## config.mk

```make
export PLATFORM = sky130hd
export DESIGN_NAME = addac_feeder_flat
export DESIGN_NICKNAME = d
export VERILOG_FILES = /design/src/rtl/addac_pkg.sv /design/src/rtl/addac_feeder_if.sv /design/src/rtl/addac_fifo.sv /design/src/rtl/addac_feeder.sv /design/src/flat_wrapper.sv
export SDC_FILE = /design/constraint.sdc
export NUM_CORES = 1
export LEC_CHECK = 0
export ABC_AREA = 1
export CORE_ASPECT_RATIO = 0.6
export CORE_MARGIN = 4
export CORE_UTILIZATION = 57
export DETAILED_ROUTE_END_ITERATION = 10
export PLACE_DENSITY = 0.83
export RECOVER_POWER = 25
export SYNTH_ARGS = -nofsm -noshare
export SYNTH_HDL_FRONTEND = slang
export SYNTH_HIERARCHICAL = 1
export SYNTH_SLANG_ARGS = --single-unit
```

## constraint.sdc

```tcl
create_clock -name clk -period 5 [get_ports clk]
set_clock_uncertainty 0.1 [all_clocks]
set_input_delay 0.5 -clock clk [delete_from_list [all_inputs] [get_ports clk]]
set_output_delay 0.5 -clock clk [all_outputs]
set_load 0.005 [all_outputs]
```

## src/rtl/addac_pkg.sv

```systemverilog
// rtl/addac_pkg.sv - shared types and defaults for the addac operation feeder
package addac_pkg;

  localparam int DEFAULT_DEPTH = 4;

  typedef struct packed {
    logic [3:0] a;
    logic       sel1;
    logic       sel0;
  } op_t;

  typedef enum logic [1:0] {
    ST_IDLE = 2'd0,
    ST_RUN  = 2'd1,
    ST_DONE = 2'd2
  } state_e;

endpackage

```

## src/rtl/addac_feeder_if.sv

```systemverilog
// rtl/addac_feeder_if.sv - upstream operation handshake into the feeder
interface addac_feeder_if;

  logic       in_valid;
  logic       in_ready;
  logic [3:0] in_a;
  logic       in_sel0;
  logic       in_sel1;

  modport master (
    output in_valid,
    output in_a,
    output in_sel0,
    output in_sel1,
    input  in_ready
  );

  modport slave (
    input  in_valid,
    input  in_a,
    input  in_sel0,
    input  in_sel1,
    output in_ready
  );

endinterface

```

## src/rtl/addac_fifo.sv

```systemverilog
// rtl/addac_fifo.sv - circular operation buffer; pushes at full and pops at empty are ignored
module addac_fifo
  import addac_pkg::*;
#(
  parameter int DEPTH = DEFAULT_DEPTH
) (
  input  logic                   clk,
  input  logic                   rst,
  input  logic                   push_i,
  input  op_t                    push_data_i,
  input  logic                   pop_i,
  output op_t                    pop_data_o,
  output logic [$clog2(DEPTH):0] level_o
);

  localparam int AW = $clog2(DEPTH);
  localparam int LW = $clog2(DEPTH) + 1;

  op_t           mem_q [DEPTH];
  logic [AW-1:0] wr_ptr_q;
  logic [AW-1:0] rd_ptr_q;
  logic [LW-1:0] level_q;
  logic          push_ok;
  logic          pop_ok;

  assign push_ok    = push_i && (level_q != LW'(DEPTH));
  assign pop_ok     = pop_i && (level_q != '0);
  assign pop_data_o = mem_q[rd_ptr_q];
  assign level_o    = level_q;

  // Storage needs no reset: pointers and level define which slots are live.
  always_ff @(posedge clk) begin
    if (push_ok) begin
      mem_q[wr_ptr_q] <= push_data_i;
    end
  end

  // DEPTH is a power of two, so pointers wrap naturally at their width.
  always_ff @(posedge clk) begin
    if (!rst) begin
      wr_ptr_q <= '0;
      rd_ptr_q <= '0;
      level_q  <= '0;
    end else begin
      if (push_ok) begin
        wr_ptr_q <= wr_ptr_q + AW'(1);
      end
      if (pop_ok) begin
        rd_ptr_q <= rd_ptr_q + AW'(1);
      end
      case ({push_ok, pop_ok})
        2'b10:   level_q <= level_q + LW'(1);
        2'b01:   level_q <= level_q - LW'(1);
        default: level_q <= level_q;
      endcase
    end
  end

endmodule

```

## src/rtl/addac_feeder.sv

```systemverilog
// rtl/addac_feeder.sv - buffers addac operations and issues them one per cycle on start
module addac_feeder
  import addac_pkg::*;
#(
  parameter int DEPTH = DEFAULT_DEPTH
) (
  input  logic                   clk,
  input  logic                   rst,
  addac_feeder_if.slave          up,
  input  logic                   start,
  output logic [3:0]             a,
  output logic                   sel0,
  output logic                   sel1,
  output logic                   op_valid,
  output logic                   busy,
  output logic                   done,
  output logic [$clog2(DEPTH):0] level,
  output logic [7:0]             issued
);

  localparam int LW = $clog2(DEPTH) + 1;

  state_e        state_q, state_d;
  op_t           op_q, op_d;
  logic          op_valid_q, op_valid_d;
  logic [7:0]    issued_q, issued_d;
  logic [LW-1:0] level_w;
  logic          push;
  logic          pop;
  op_t           push_data;
  op_t           pop_data;

  assign up.in_ready = (level_w < LW'(DEPTH));
  assign push        = up.in_valid && up.in_ready;
  assign push_data   = '{a: up.in_a, sel1: up.in_sel1, sel0: up.in_sel0};

  addac_fifo #(
    .DEPTH (DEPTH)
  ) u_fifo (
    .clk         (clk),
    .rst         (rst),
    .push_i      (push),
    .push_data_i (push_data),
    .pop_i       (pop),
    .pop_data_o  (pop_data),
    .level_o     (level_w)
  );

  always_comb begin
    state_d    = state_q;
    op_d       = op_q;
    op_valid_d = 1'b0;
    issued_d   = issued_q;
    pop        = 1'b0;
    case (state_q)
      ST_IDLE: begin
        if (start) begin
          state_d = (level_w != '0) ? ST_RUN : ST_DONE;
        end
      end
      ST_RUN: begin
        // Entries pushed during the run keep it alive until the buffer drains.
        if (level_w != '0) begin
          pop        = 1'b1;
          op_d       = pop_data;
          op_valid_d = 1'b1;
          issued_d   = issued_q + 8'd1;
        end else begin
          state_d = ST_DONE;
        end
      end
      ST_DONE: begin
        state_d = ST_IDLE;
      end
      default: begin
        state_d = ST_IDLE;
      end
    endcase
  end

  always_ff @(posedge clk) begin
    if (!rst) begin
      state_q    <= ST_IDLE;
      op_q       <= '0;
      op_valid_q <= 1'b0;
      issued_q   <= '0;
    end else begin
      state_q    <= state_d;
      op_q       <= op_d;
      op_valid_q <= op_valid_d;
      issued_q   <= issued_d;
    end
  end

  assign a        = op_q.a;
  assign sel0     = op_q.sel0;
  assign sel1     = op_q.sel1;
  assign op_valid = op_valid_q;
  assign busy     = (state_q != ST_IDLE);
  assign done     = (state_q == ST_DONE);
  assign level    = level_w;
  assign issued   = issued_q;

endmodule

```

## src/flat_wrapper.sv

```systemverilog
// flat-port wrapper written by rule: the top's interface ports become plain ports
module addac_feeder_flat import addac_pkg::*;
#(
  parameter int DEPTH = DEFAULT_DEPTH
)
  (clk, rst, start, a, sel0, sel1, op_valid, busy, done, level, issued, up_in_valid, up_in_a, up_in_sel0, up_in_sel1, up_in_ready);
  addac_feeder_if up_i ();
  input  logic clk;
  input  logic rst;
  input  logic start;
  output logic [3:0] a;
  output logic sel0;
  output logic sel1;
  output logic op_valid;
  output logic busy;
  output logic done;
  output logic [$clog2(DEPTH):0] level;
  output logic [7:0] issued;
  input wire logic [$bits(up_i.in_valid)-1:0] up_in_valid;
  input wire logic [$bits(up_i.in_a)-1:0] up_in_a;
  input wire logic [$bits(up_i.in_sel0)-1:0] up_in_sel0;
  input wire logic [$bits(up_i.in_sel1)-1:0] up_in_sel1;
  output wire logic [$bits(up_i.in_ready)-1:0] up_in_ready;
  assign up_i.in_valid = up_in_valid;
  assign up_i.in_a = up_in_a;
  assign up_i.in_sel0 = up_in_sel0;
  assign up_i.in_sel1 = up_in_sel1;
  assign up_in_ready = up_i.in_ready;
  addac_feeder #(.DEPTH(DEPTH)) u_core (.clk(clk), .rst(rst), .up(up_i), .start(start), .a(a), .sel0(sel0), .sel1(sel1), .op_valid(op_valid), .busy(busy), .done(done), .level(level), .issued(issued));
endmodule
```

### After elaboration in Yosys (flattened, before gate mapping)

Memory sizes are Yosys's and may differ from the RTL's. A register that Yosys moved wholly into a read port is not among the register bits.
Index checks and enable logic that the tools add are counted.
W data, S select, Z words.

| word-level totals | value |
|---|---|
| flip-flop bits (word level) | 18 |
| latch bits | 0 |
| memory bits (writable) | 24 |
| bits in read-only memories | 0 |
| input port bits | 10 |
| output and inout bits | 21 |
| logic and storage cells | 39 |
| memories | 1 |

Memory list:

| memory | depth | bits a word | rd ports | clocked after memory_dff | write ports | RTL line | text |
|---|---|---|---|---|---|---|---|
| u_core.u_fifo.mem_q | 4 | 6 | 1 | 1 | 1 | addac_fifo.sv:19 | `op_t mem_q [DEPTH];` |

| operators by class | value |
|---|---|
| $add $sub $neg | 5 |
| $mul | 0 |
| div/mod/pow operators | 0 |
| $lt $le $gt $ge | 1 |
| equal/unequal tests | 7 |
| shifts and indexed selects | 0 |
| mux-type cells | 9 |
| bitwise logic cells | 0 |
| reductions and logical operators | 10 |

Operator list:

| kind | number |
|---|---|
| $add A8 B1 Y8 const B | 1 |
| $mux W2 | 3 |
| $pmux W3 S2 | 1 |
| $add A2 B1 Y2 const B | 2 |
| $eq A2 B1 Y1 const B | 2 |
| $eq A2 B2 Y1 const B | 2 |
| $mux W1 | 4 |
| $ne A2 B2 Y1 const B | 2 |
| $pmux W2 S2 | 1 |
| $reduce_and A2 Y1 | 2 |
| $reduce_bool A2 Y1 | 2 |
| $add A3 B1 Y3 const B | 1 |
| $logic_and A1 B1 Y1 | 3 |
| $lt A3 B3 Y1 const B | 1 |
| $ne A3 B3 Y1 const B | 1 |
| $reduce_bool A3 Y1 | 1 |
| $sub A3 B1 Y3 const B | 1 |
| $logic_not A2 Y1 | 1 |
| $logic_not A1 Y1 | 1 |

### Longest topological paths before layout

| depth | value |
|---|---|
| word-level depth | 6 |
| gate-level depth with buffers | 15 |
| depth with buffers taken out | 14 |

### Cells and area by module

Netlist, hierarchy kept.

Modules (own cells, without submodules):

| module | times used | cells an instance | area an instance (um2) | sequential area each (um2) |
|---|---|---|---|---|
| addac_fifo | 1 | 126 | 1390.1 | 900.9 |
| addac_feeder | 1 | 101 | 767.0 | 340.3 |

### Worst setup path after synthesis

OpenSTA, ideal clock, no wires.

| timing path | value |
|---|---|
| path kind | reg-to-reg |
| from | register u_core.u_fifo.level_q[2] (netlist: u_core/u_fifo/level_o[2]) |
| to | register u_core.u_fifo.level_q[2] (netlist: u_core/u_fifo/level_o[2]) |
| setup time | 113 ps |
| data arrival time | 1875 ps |
| required time | 4787 ps |
| path slack | 2912 ps |
| cell stages (with the launch flop) | 15 |
| buffers on the path | 1 |
| clock period less this slack | 2088 ps |
| path through | dfxtp_1 > inv_2 > a21oi_4 > buf_6 > nand2_2 > inv_2 > ha_1 > inv_1 > fa_1 > inv_1 > nand2_1 > nand3_1 > nand2_1 > nand2_1 > nor2_1 |

| on the way | value |
|---|---|
| elaborated cells between the ends (all ways) | 14 |
| those cells by class | add/sub (2); order compare (1); eq/ne (3); mux (3); reduce/logical (5) |

RTL lines:

| what | RTL line | text |
|---|---|---|
| start: declaration | addac_fifo.sv:22 | `logic [LW-1:0] level_q;` |
| start signal: assignment | addac_fifo.sv:52 | `2'b10: level_q <= level_q + LW'(1);` |
| start signal: assignment | addac_fifo.sv:53 | `2'b01: level_q <= level_q - LW'(1);` |
| start signal: assignment | addac_fifo.sv:54 | `default: level_q <= level_q;` |
| $lt A3 B3 Y1 (*) | addac_feeder.sv:33 | `assign up.in_ready = (level_w < LW'(DEPTH));` |
| named net up_in_ready | flat_wrapper.sv:23 | `output wire logic [$bits(up_i.in_ready)-1:0] up_in_ready;` |
| $logic_and A1 B1 Y1 (*) | addac_feeder.sv:34 | `assign push = up.in_valid && up.in_ready;` |
| $logic_and A1 B1 Y1 (*) | addac_fifo.sv:26 | `assign push_ok = push_i && (level_q != LW'(DEPTH));` |
| $eq A2 B1 Y1 / $eq A2 B2 Y1 (equally long branches) | addac_fifo.sv:51 | `case ({push_ok, pop_ok})` |
| $pmux W3 S2 / $reduce_bool A2 Y1 (equally long branches) | - |  |

Mark *: on every way through the listed nets, which the timed path passes. The rest lies on a longest branch.
A chain may end at the register's enable or synchronous reset.

### Final worst setup path

| timing path | value |
|---|---|
| from | register u_core.u_fifo.level_q[2] (netlist: u_core/u_fifo/level_o[2]) |
| to | register u_core.u_fifo.level_q[2] (netlist: u_core/u_fifo/level_o[2]) |

| on the way | value |
|---|---|
| word-level cells in the longest chain between the ends | 6 |
| elaborated cells between the ends (all ways) | 14 |
| those cells by class | add/sub (2); order compare (1); eq/ne (3); mux (3); reduce/logical (5) |

Ends and longest elaborated chain:

| what | RTL line | text |
|---|---|---|
| $reduce_bool A3 Y1 (*) | addac_fifo.sv:27, addac_feeder.sv:63 |  |
| $mux W1 | addac_feeder.sv:63 | `if (level_w != '0) begin` |
| $mux W1 | addac_feeder.sv:55 | `case (state_q)` |
| $logic_and A1 B1 Y1 (*) | addac_fifo.sv:27 | `assign pop_ok = pop_i && (level_q != '0);` |
| named net u_core.u_fifo.pop_ok | addac_fifo.sv:24 | `logic pop_ok;` |
| $eq A2 B1 Y1 / $eq A2 B2 Y1 (equally long branches) | addac_fifo.sv:51 |  |
| $pmux W3 S2 / $reduce_bool A2 Y1 (equally long branches) | - |  |

Marked as above.

==> flow_summary_export.csv <==
group,metric,value,unit
status,status,"completed",
timing,fin_crit,2444,ps
synth,synth_cell_types,27,
floorplan,die_w,87.42,microns
timing,setup_viol,0,
synth,synth-simple-area-share,19.43,%
synth,yosys.area_share.xor_xnor,0.4060,%
synth,yosys-top-cells-area,"edfxtp_1 (33%), dfxtp_1 (24%), nor2_1 (8.2%)",
hold_path,hold_class,"reg -> reg",
floorplan,coreArea,0.003443,sq mm
clock_tree,cts-root-buf,"clkbuf_8",
run,drv_cap,0,
clock_tree,clock_sinks,50,
finish,final_cell_area,0.002584,sq mm
drt,first_pass_iters,5,
pwr,p_leak,0.9984,nW
synth,yosys_register_bits,50,
synth,synth_top_family_by_area,"simple AND/OR/NAND/NOR gates",
finish,nets,276,
global_route,antenna_found_initial,0,
critical_path,cp_data_required_time,5100,ps
pwr,vdd_ir_drop_max,235.4,uV
synth,synth_top_area_cell,"edfxtp_1",
drt,drc_errors,0,
timing,drv_slew,0,
timing,hold_viol_final,0,
synth,synth_mux_area_share,0,%
timing,holdWs,396.3,ps
place,gp_congestion,0.7848,
place,hpwlAfterDp,2840,microns
clock_tree,clkLatencyLatePin,300,ps
critical_path,reg2reg_from,"u_core/u_fifo/level_o[2]",
critical_path,crit_path_start_kind,"register",
timing,fmax,409.2,MHz
global_route,grt_pass1_wl,6568,microns
clock_tree,cts.htree.levels,2,
finish,layout-drive-gt1-share,10.38,%
drt,wl_per_cell,13.56,microns
drt,ant_nets,0,
clock_tree,cts_resized,0,
finish,layout_commonest_cell,"nor2_1",
drt,vias_per_cell,5.187,
global_route,gr-total-overflow,0,
critical_path,worst-path-max-fanout,17,
clock_tree,cts.path.max_buffers,2,
floorplan,initial_core_util,62.65,%
global_route,track_usage,17.55,%
timing,rsz0062_at_grt,"no",
floorplan,num_io_pins,31,
synth,synth_compound_area_share,11.54,%
synth,syn-cell-area,0.002157,sq mm
drt,dr_total_vias,1582,
clock_tree,ctsHoldBuffers,0,
global_route,grt_max_degree,21,
synth,avgSynthCellArea,9.503,sq um
synth,synth_nets,244,
timing,fin_tns_setup,0,ps
clock_tree,clkTransAtPathRegs,90,ps
critical_path,path_class,"reg -> reg",
finish,num_antenna_cells,0,
floorplan,die_y,55.65,microns
timing,fin_crit_sh,48.88,%
synth,yosysTopAreaCellShare,33.41,%
place,placed_area,0.002475,sq mm
place,portBuffers,30,
drt,drt_iter0_drc,95,
pwr,powerDensity,329.0,mW/mm^2
synth,ys_warn_count,6,
clock_tree,post_cts_buffers,0,
timing,maxSlewHeadroom,52.80,%
global_route,grt_pass1_vias,1384,
drt,wirelength,4135,microns
floorplan,rows,16,
clock_tree,numCtsBuffers,5,
critical_path,end_kind,"register",
timing,tightest_slew,705.7,ps
floorplan,dieArea,0.004865,sq mm
clock_tree,cts_tree,"yes",
finish,most-common-layout-cells,"nor2_1 (47), dfxtp_1 (26), inv_1 (25), clkdlybuf4s50_1 (24), edfxtp_1 (24)",
critical_path,crit_arrival,2540,ps
hold_path,holdCritStartpoint,"u_core/sel1",
synth,synth_seq_area_share,57.54,%
critical_path,cp-startpoint,"u_core/u_fifo/level_o[2]",
synth,synth_fa_ha_area_share,4.408,%
finish,area_delta_synth_final,19.78,%
synth,syn_inst,227,
==> registers in the layout, indices dropped and copies added (netlist names), named ones only <==
signal,count
u_core/issued,8
u_core/a,4
u_core/state_q,2
u_core/sel1,1
u_core/u_fifo/wr_ptr_q,2
u_core/u_fifo/rd_ptr_q,2
u_core/u_fifo/mem_q,24
u_core/u_fifo/level_o,3
u_core/op_valid,1
u_core/sel0,1
==> where the power goes <==
| group | internal, mW | total [mW] | switching, mW |
|---|---|---|---|
| clock | 0.153 | 0.280 | 0.127 |
| combinational | 0.0464 | 0.104 | 0.0581 |
| sequential | 0.450 | 0.466 | 0.0156 |
| total | 0.650 | 0.850 | 0.200 |
==> cells by family (layout without fill, tap and decap cells) <==
family                   after synthesis  after routing
AO/OA/AOI/OAI                         43             43
adder cells (fa/ha/maj)                7              7
XOR/XNOR                               1              1
AND/OR/NAND/NOR                       93             93
buffers and inverters                 33             66
flip-flops                            50             50
==> per-layer routing <==
| layer | wire, microns | global-route usage, % | vias up | part of all wire (%) |
|---|---|---|---|---|
| li1 | - | - | 803 | - |
| met1 | 1935 | 25.17 | 717 | 47 |
| met2 | 1807 | 24.89 | 53 | 44 |
| met3 | 318 | 5.178 | 9 | 7.7 |
| met4 | 74 | 6.783 | 0 | 1.8 |
| met5 | 0 | 0 | - | 0 |
==> stage by stage <==
step	std cells	power [mW]	setup WS [ps]	utilization, %
finish	305	0.8502	2556	75.04
CTS	305	0.8546	2587	75.04
detailed placement	297	0.5792	2599	71.88
global placement	297	0.5757	2678	71.88
floorplan	227	0.5366	2912	-
global route	305	0.8847	2381	75.04
==> synthesized netlist by cell type (all sizes together) <==
cell and number:
or2 1, nor2 51, o21ai 22, nand3 10, o22ai 6, edfxtp 24
clkbuf 1, o21bai 2, o211ai 1, xor2 1, dfxtp 26, fa 1
inv 28, ha 6, a21oi 12, nand2 31, buf 4
==> worst paths after layout <==
check | endpoint | slack [ps] | cells after the start
worst max-delay path | u_core/u_fifo/level_o[2] | 2560 | 13
worst min-delay path | u_core/sel1 | 400 | 2
worst max register to register | u_core/u_fifo/level_o[2] | 2560 | 13
worst min register to register | u_core/sel1 | 400 | 2
==> critical path: stages, from the launching register on <==
cell,delay [ps]
dfxtp_1,480
inv_2,110
a21oi_4,440
nand2_2,110
inv_2,90
ha_1,170
inv_1,70
fa_1,380
inv_1,70
nand2_1,40
nand3_1,90
nand2_1,60
nand2_1,60
nor2_1,50
==> final cells by class <==
cell class                      count  area, sq um
Multi-Input combinational cell    144        772.0
Clock inverter                      1        30.03
Timing Repair Buffer               30        300.3
Sequential cell                    50         1241
Clock buffer                        7        78.83
Fill cell                         254        859.6
Inverter                           28        105.1
Tap cell                           45        56.30
Note: power is estimated with default switching activity, not from simulation.
